`src/rtl/mem_port_arbiter_pkg.sv`:
```
// Shared types and constants for the unified memory-port arbiter.
// State encoding is fixed at 2 bits; code 3 is unused and recovers to idle.
package mem_port_arbiter_pkg;

  typedef enum logic [1:0] {
    StIdle   = 2'd0,
    StAccess = 2'd1,
    StResp   = 2'd2
  } state_e;

  localparam logic ReqCpu = 1'b0;
  localparam logic ReqAux = 1'b1;

  localparam int unsigned DefaultAw = 32;
  localparam int unsigned DefaultDw = 32;

endpackage

```
`src/rtl/mem_port_arbiter_if.sv`:
```
// Requester, memory and status signals of the memory-port arbiter.
// The slave modport is the arbiter's view; master is its environment.
interface mem_port_arbiter_if #(
  parameter int unsigned AW = mem_port_arbiter_pkg::DefaultAw,
  parameter int unsigned DW = mem_port_arbiter_pkg::DefaultDw
);
  logic          m0_req;
  logic          m0_we;
  logic [AW-1:0] m0_addr;
  logic [DW-1:0] m0_wdata;
  logic          m0_ack;
  logic [DW-1:0] m0_rdata;

  logic          m1_req;
  logic          m1_we;
  logic [AW-1:0] m1_addr;
  logic [DW-1:0] m1_wdata;
  logic          m1_ack;
  logic [DW-1:0] m1_rdata;

  logic          mem_en;
  logic          mem_we;
  logic [AW-1:0] mem_addr;
  logic [DW-1:0] mem_wdata;
  logic [DW-1:0] mem_rdata;

  logic          busy;
  logic          grant_id;

  modport slave (
    input  m0_req, m0_we, m0_addr, m0_wdata,
    output m0_ack, m0_rdata,
    input  m1_req, m1_we, m1_addr, m1_wdata,
    output m1_ack, m1_rdata,
    output mem_en, mem_we, mem_addr, mem_wdata,
    input  mem_rdata,
    output busy, grant_id
  );

  modport master (
    output m0_req, m0_we, m0_addr, m0_wdata,
    input  m0_ack, m0_rdata,
    output m1_req, m1_we, m1_addr, m1_wdata,
    input  m1_ack, m1_rdata,
    input  mem_en, mem_we, mem_addr, mem_wdata,
    output mem_rdata,
    input  busy, grant_id
  );

endinterface

```
`src/rtl/mem_port_arbiter_rr_arb2.sv`:
```
// Combinational two-way round-robin pick: a lone request wins outright,
// a tie goes to the requester that was not granted last.
module mem_port_arbiter_rr_arb2
  import mem_port_arbiter_pkg::*;
(
  input  logic [1:0] req,
  input  logic       last,
  output logic       grant,
  output logic       valid
);

  always_comb begin
    valid = |req;
    grant = ReqCpu;
    case (req)
      2'b01:   grant = ReqCpu;
      2'b10:   grant = ReqAux;
      2'b11:   grant = ~last;
      default: grant = ReqCpu;
    endcase
  end

endmodule

```
`src/rtl/mem_port_arbiter.sv`:
```
// Grants the single memory port to one of two requesters, holds the access
// for MEM_LAT cycles, then returns a one-cycle ack with captured read data.
module mem_port_arbiter
  import mem_port_arbiter_pkg::*;
#(
  parameter int unsigned AW      = DefaultAw,
  parameter int unsigned DW      = DefaultDw,
  parameter int unsigned MEM_LAT = 2
) (
  input logic               clk,
  input logic               rst,
  mem_port_arbiter_if.slave bus
);

  localparam int unsigned CntW = $clog2(MEM_LAT + 1);

  state_e          state_q, state_d;
  logic [CntW-1:0] cnt_q, cnt_d;
  logic            we_q;
  logic [AW-1:0]   addr_q;
  logic [DW-1:0]   wdata_q;
  logic            grant_q, last_q;
  logic [DW-1:0]   rdata0_q, rdata1_q;

  logic arb_grant, arb_valid;
  logic load, capture, access, resp;

  mem_port_arbiter_rr_arb2 u_rr_arb2 (
    .req   ({bus.m1_req, bus.m0_req}),
    .last  (last_q),
    .grant (arb_grant),
    .valid (arb_valid)
  );

  always_comb begin
    state_d = state_q;
    cnt_d   = cnt_q;
    load    = 1'b0;
    capture = 1'b0;
    access  = 1'b0;
    resp    = 1'b0;
    case (state_q)
      StIdle: begin
        if (arb_valid) begin
          load    = 1'b1;
          cnt_d   = CntW'(MEM_LAT - 1);
          state_d = StAccess;
        end
      end
      StAccess: begin
        access = 1'b1;
        if (cnt_q != '0) begin
          cnt_d = cnt_q - CntW'(1);
        end else begin
          capture = 1'b1;
          state_d = StResp;
        end
      end
      StResp: begin
        resp    = 1'b1;
        state_d = StIdle;
      end
      default: state_d = StIdle;
    endcase
  end

  always_ff @(posedge clk or posedge rst) begin
    if (rst) begin
      state_q  <= StIdle;
      cnt_q    <= '0;
      we_q     <= 1'b0;
      addr_q   <= '0;
      wdata_q  <= '0;
      grant_q  <= ReqCpu;
      last_q   <= ReqAux;
      rdata0_q <= '0;
      rdata1_q <= '0;
    end else begin
      state_q <= state_d;
      cnt_q   <= cnt_d;
      if (load) begin
        we_q    <= arb_grant ? bus.m1_we    : bus.m0_we;
        addr_q  <= arb_grant ? bus.m1_addr  : bus.m0_addr;
        wdata_q <= arb_grant ? bus.m1_wdata : bus.m0_wdata;
        grant_q <= arb_grant;
        last_q  <= arb_grant;
      end
      // Writes leave the requester's read-data register untouched.
      if (capture && !we_q) begin
        if (grant_q == ReqAux) rdata1_q <= bus.mem_rdata;
        else                   rdata0_q <= bus.mem_rdata;
      end
    end
  end

  assign bus.mem_en    = access;
  assign bus.mem_we    = access & we_q;
  assign bus.mem_addr  = access ? addr_q  : '0;
  assign bus.mem_wdata = access ? wdata_q : '0;
  assign bus.m0_ack    = resp & (grant_q == ReqCpu);
  assign bus.m1_ack    = resp & (grant_q == ReqAux);
  assign bus.m0_rdata  = rdata0_q;
  assign bus.m1_rdata  = rdata1_q;
  assign bus.busy      = access | resp;
  assign bus.grant_id  = grant_q;

endmodule
```
`src/flat_wrapper.sv`:
```
// flat-port wrapper written by rule: the top's interface ports become plain ports
module mem_port_arbiter_flat import mem_port_arbiter_pkg::*;
#(
  parameter int unsigned AW      = DefaultAw,
  parameter int unsigned DW      = DefaultDw,
  parameter int unsigned MEM_LAT = 2
)
  (clk, rst, bus_m0_req, bus_m0_we, bus_m0_addr, bus_m0_wdata, bus_m0_ack, bus_m0_rdata, bus_m1_req, bus_m1_we, bus_m1_addr, bus_m1_wdata, bus_m1_ack, bus_m1_rdata, bus_mem_en, bus_mem_we, bus_mem_addr, bus_mem_wdata, bus_mem_rdata, bus_busy, bus_grant_id);
  mem_port_arbiter_if #(.AW(AW), .DW(DW)) bus_i ();
  input logic clk;
  input logic rst;
  input wire logic [$bits(bus_i.m0_req)-1:0] bus_m0_req;
  input wire logic [$bits(bus_i.m0_we)-1:0] bus_m0_we;
  input wire logic [$bits(bus_i.m0_addr)-1:0] bus_m0_addr;
  input wire logic [$bits(bus_i.m0_wdata)-1:0] bus_m0_wdata;
  output wire logic [$bits(bus_i.m0_ack)-1:0] bus_m0_ack;
  output wire logic [$bits(bus_i.m0_rdata)-1:0] bus_m0_rdata;
  input wire logic [$bits(bus_i.m1_req)-1:0] bus_m1_req;
  input wire logic [$bits(bus_i.m1_we)-1:0] bus_m1_we;
  input wire logic [$bits(bus_i.m1_addr)-1:0] bus_m1_addr;
  input wire logic [$bits(bus_i.m1_wdata)-1:0] bus_m1_wdata;
  output wire logic [$bits(bus_i.m1_ack)-1:0] bus_m1_ack;
  output wire logic [$bits(bus_i.m1_rdata)-1:0] bus_m1_rdata;
  output wire logic [$bits(bus_i.mem_en)-1:0] bus_mem_en;
  output wire logic [$bits(bus_i.mem_we)-1:0] bus_mem_we;
  output wire logic [$bits(bus_i.mem_addr)-1:0] bus_mem_addr;
  output wire logic [$bits(bus_i.mem_wdata)-1:0] bus_mem_wdata;
  input wire logic [$bits(bus_i.mem_rdata)-1:0] bus_mem_rdata;
  output wire logic [$bits(bus_i.busy)-1:0] bus_busy;
  output wire logic [$bits(bus_i.grant_id)-1:0] bus_grant_id;
  assign bus_i.m0_req = bus_m0_req;
  assign bus_i.m0_we = bus_m0_we;
  assign bus_i.m0_addr = bus_m0_addr;
  assign bus_i.m0_wdata = bus_m0_wdata;
  assign bus_m0_ack = bus_i.m0_ack;
  assign bus_m0_rdata = bus_i.m0_rdata;
  assign bus_i.m1_req = bus_m1_req;
  assign bus_i.m1_we = bus_m1_we;
  assign bus_i.m1_addr = bus_m1_addr;
  assign bus_i.m1_wdata = bus_m1_wdata;
  assign bus_m1_ack = bus_i.m1_ack;
  assign bus_m1_rdata = bus_i.m1_rdata;
  assign bus_mem_en = bus_i.mem_en;
  assign bus_mem_we = bus_i.mem_we;
  assign bus_mem_addr = bus_i.mem_addr;
  assign bus_mem_wdata = bus_i.mem_wdata;
  assign bus_i.mem_rdata = bus_mem_rdata;
  assign bus_busy = bus_i.busy;
  assign bus_grant_id = bus_i.grant_id;
  mem_port_arbiter #(.AW(AW), .DW(DW), .MEM_LAT(MEM_LAT)) u_core (.clk(clk), .rst(rst), .bus(bus_i));
endmodule
```
`config.mk`:
```
export PLATFORM = sky130hd
export DESIGN_NAME = mem_port_arbiter_flat
export DESIGN_NICKNAME = d
export VERILOG_FILES = /design/src/rtl/mem_port_arbiter_pkg.sv /design/src/rtl/mem_port_arbiter_if.sv /design/src/rtl/mem_port_arbiter_rr_arb2.sv /design/src/rtl/mem_port_arbiter.sv /design/src/flat_wrapper.sv
export SDC_FILE = /design/constraint.sdc
export NUM_CORES = 1
export LEC_CHECK = 0
export ABC_AREA = 1
export CAP_MARGIN = 15
export CORE_MARGIN = 10
export CORE_UTILIZATION = 50
export DETAILED_ROUTE_END_ITERATION = 12
export DONT_BUFFER_PORTS = 1
export GPL_TIMING_DRIVEN = 0
export PLACE_DENSITY = 0.68
export SLEW_MARGIN = 20
export SYNTH_ARGS = -nofsm -noshare
export SYNTH_HDL_FRONTEND = slang
export SYNTH_SLANG_ARGS = --single-unit
```
`constraint.sdc`:
```
create_clock -name clk -period 4.4 [get_ports clk]
set_clock_uncertainty 0.15 [all_clocks]
set_input_delay 0.88 -clock clk [delete_from_list [all_inputs] [get_ports clk]]
set_output_delay 0.88 -clock clk [all_outputs]
set_load 0.02 [all_outputs]
```
==> results.json <==
{
  "syn_nets": 1193,
  "internal_power_mw": 3.331,
  "slowest_stage": "clkbuf_1",
  "drv_cap": 0,
  "cts_tree": "done",
  "yosysMostFrequentCell": "nand2_1",
  "via_per_inst": 4.969,
  "power.density_nw_per_um2": 796.6,
  "antenna_found_initial": 0,
  "end_kind": "output port",
  "dr.pass1.iters": 7,
  "area_growth_pct": 13.18,
  "dr_total_vias": 6156,
  "dpl.hpwl_microns": 16670,
  "crit_chain": "inv_1 > ha_1 > buf_2 > clkbuf_1 > nand2_1 > inv_1",
  "diodes": 0,
  "place_inst": 1207,
  "yosys.cell_types.count": 13,
  "slew-limit-headroom_pct": 62.39,
  "grt.met3_usage_pct": 10.14,
  "hold_viol_final": 0,
  "timing.rr.end": "u_core.bus.m0_rdata[7]",
  "first_global_vias": 6215,
  "cpPeakStageDelay_ns": 0.47,
  "synth_edf_count": 0,
  "io_buffers": 0,
  "swShare_pct": 47.18,
  "p_comb_share_pct": 35.2,
  "fin_setup_tns_ns": 0,
  "synth_area_sq_um": 6994,
  "std_cell_rows": 43,
  "dp_worst_setup_slack_ns": 1.363,
  "drive_gt1_share_pct": 7.649,
  "hold_buffers": 0,
  "crit_required_ns": 3.37,
  "crit_start": "u_core.state_q[1]",
  "die_y_microns": 138.3,
  "fin_cells": 1239,
  "grt.overflow.total": 0,
  "cts_root_buf": "clkbuf_16",
  "timing.critical_path.mode_cell": "inv_1",
  "setup.worst_path.class": "reg -> out",
  "ys_warn_count": 0,
  "netlist_top_cells_area": "dfrtp_1 48%, nand2_1 25%, inv_1 11%, nand3_1 9.7%, buf_2 2.3%",
  "h-tree-depth": 4,
  "fmax_mhz": 294.7,
  "worstPathArrival_ns": 2.36,
  "grt_pass1_wl_microns": 33180,
  "ys_async_sr_fraction_pct": 100.0,
  "grt_max_degree": 35,
  "netlist.area_leader.share_pct": 47.94,
  "fillers": 1358,
  "seqPwrFrac_pct": 42.8,
  "worst_pin_slew_ns": 0.5641,
  "ios": 300,
  "rr_worst_depth": 9,
  "cts_resized": 0,
  "clkPwrFrac_pct": 22.0,
  "synthFlopType": "dfrtp_1",
  "path_buf_inv": 4,
  "drt_iter0_drc": 316,
  "r2r_start": "u_core.state_q[1]",
  "cp.depth": 6,
  "slew_violations": 0,
  "setup_viol": 0,
  "core_sq_um": 13770,
  "layout.nets": 1217,
  "drc_errors": 0,
  "hp-class": "in -> async",
  "critPathTopFamily": "buffers and inverters",
  "met1_usage_pct": 23.87,
  "ctsLongestPathBuffers": 2,
  "vdd_drop_max_mv": 0.2911,
  "synthCells": 1022,
  "routed_wirelength_microns": 21050,
  "gp_congestion": 0.8660,
  "grt.total_usage_pct": 21.32,
  "postCtsSetupBuffers": 0,
  "wl_per_cell_microns": 16.99,
  "grt_util_met2_pct": 35.64,
  "synth_seq_cells": 135,
  "cp_max_fo": 10,
  "min_period_over_period_pct": 77.11,
  "clock_latency_ns": 0.41,
  "synth.yosys.seq_area_share_pct": 48.32,
  "cts_sinks": 135,
  "postRouteAntennaNets": 0,
  "initial_core_util_pct": 50.78,
  "busiest_layer": "met2",
  "die_area_sq_um": 19120,
  "numCtsBuffers": 17,
  "rsz0062_at_grt": "no",
  "chipWidth_microns": 138.3,
  "switching_power_mw": 2.975,
  "period_needed_ns": 3.393,
  "worstSetupStartpointType": "flip-flop",
  "leakage_nw": 5.031,
  "ff2ff_setup_slack_ns": 2.17,
  "syn_area_per_cell_sq_um": 6.844,
  "hold_slack_ns": 0.06330,
  "synth_area_leader_cell": "dfrtp_1",
  "ys_top_cells_by_count": "475 x nand2_1, 207 x inv_1, 136 x nand3_1",
  "setup_slack_ns": 1.007,
  "clk_pin_slew_ns": 0.06,
  "status": "finished clean",
  "critPathCapture": "bus_mem_wdata[26]"
}
==> cell families (layout without fill, tap and decap cells) <==
| kind of cell | after synthesis | in the layout | synth area share, % |
|---|---|---|---|
| simple gates | 618 | 618 | 35.71 |
| buf+inv | 263 | 300 | 15.01 |
| flops | 135 | 135 | 48.32 |
| compound gates | 1 | 1 | 0.07149 |
| fa+ha+maj | 5 | 5 | 0.8945 |
==> power groups by stage <==
stage | registers (mW) | clock network (mW) | logic, mW
floorplan | 2.56 | 0 | 1.77
global placement | 2.71 | 0 | 2.19
detailed placement | 2.72 | 0 | 2.25
CTS | 2.71 | 1.41 | 2.26
global route | 2.78 | 1.46 | 2.53
finish | 2.70 | 1.38 | 2.22
==> sequential cells by signal (all words and copies together), names as in the netlist <==
| signal | count |
|---|---|
| u_core.wdata_q | 32 |
| u_core.bus.m1_rdata | 32 |
| u_core.cnt_q | 2 |
| u_core.bus.m0_rdata | 32 |
| u_core.bus.grant_id | 1 |
| u_core.state_q | 2 |
| u_core.addr_q | 32 |
| u_core.we_q | 1 |
| u_core.last_q | 1 |
==> worst min-delay path by stage <==
stage	start	end	slack [ns]	cells after the start
detailed placement	u_core.last_q	u_core.last_q	0.31	2
CTS	rst	u_core.addr_q[20]	0.04	1
floorplan	u_core.cnt_q[1]	u_core.cnt_q[1]	0.29	2
global placement	u_core.last_q	u_core.last_q	0.30	2
global route	rst	u_core.addr_q[20]	0.05	1
finish	rst	u_core.addr_q[20]	0.06	1
==> layout by cell type (no fill, tap or decap), types with 2 or more instances in the layout <==
cell type and instances:
inv_6 5, clkinv_2 2, clkinv_4 2, clkinvlp_4 3, buf_2 32, nor2_2 3, buf_12 3, buf_4 6
inv_1 206, buf_16 2, dfrtp_1 134, clkbuf_1 17, nor2_1 4, clkbuf_16 17, nand3_1 136, nand2_1 475
inv_8 2, ha_1 5
==> cell type report <==
type | count | area [sq um] | area share, %
clock inverter | 14 | 138.9 | 1.754
timing repair buffer | 5 | 115.1 | 1.454
sequential | 135 | 3379 | 42.69
buffer | 55 | 269.0 | 3.398
inverter | 208 | 784.5 | 9.910
multi-input combinational | 624 | 2565 | 32.40
clock buffer | 18 | 439.2 | 5.548
tap | 180 | 225.2 | 2.845
==> metal layers <==
metal  vias up  routed length, microns
li1       3027                       -
met1      2845                    8204
met2       267                   10280
met3        17                    2343
met4         0                     228
met5         -                       0
==> per-stage QoR <==
| step | utilization (%) | instance area (sq um) | power [mW] |
|---|---|---|---|
| final | 57.48 | 7916 | 6.306 |
| after global placement | 52.44 | 7223 | 4.897 |
| after CTS | 57.48 | 7916 | 6.377 |
| after global routing | 57.48 | 7916 | 6.775 |
| after floorplan | - | 6998 | 4.327 |
| after detailed placement | 53.28 | 7338 | 4.970 |
Power figures use the tool's default switching activity.
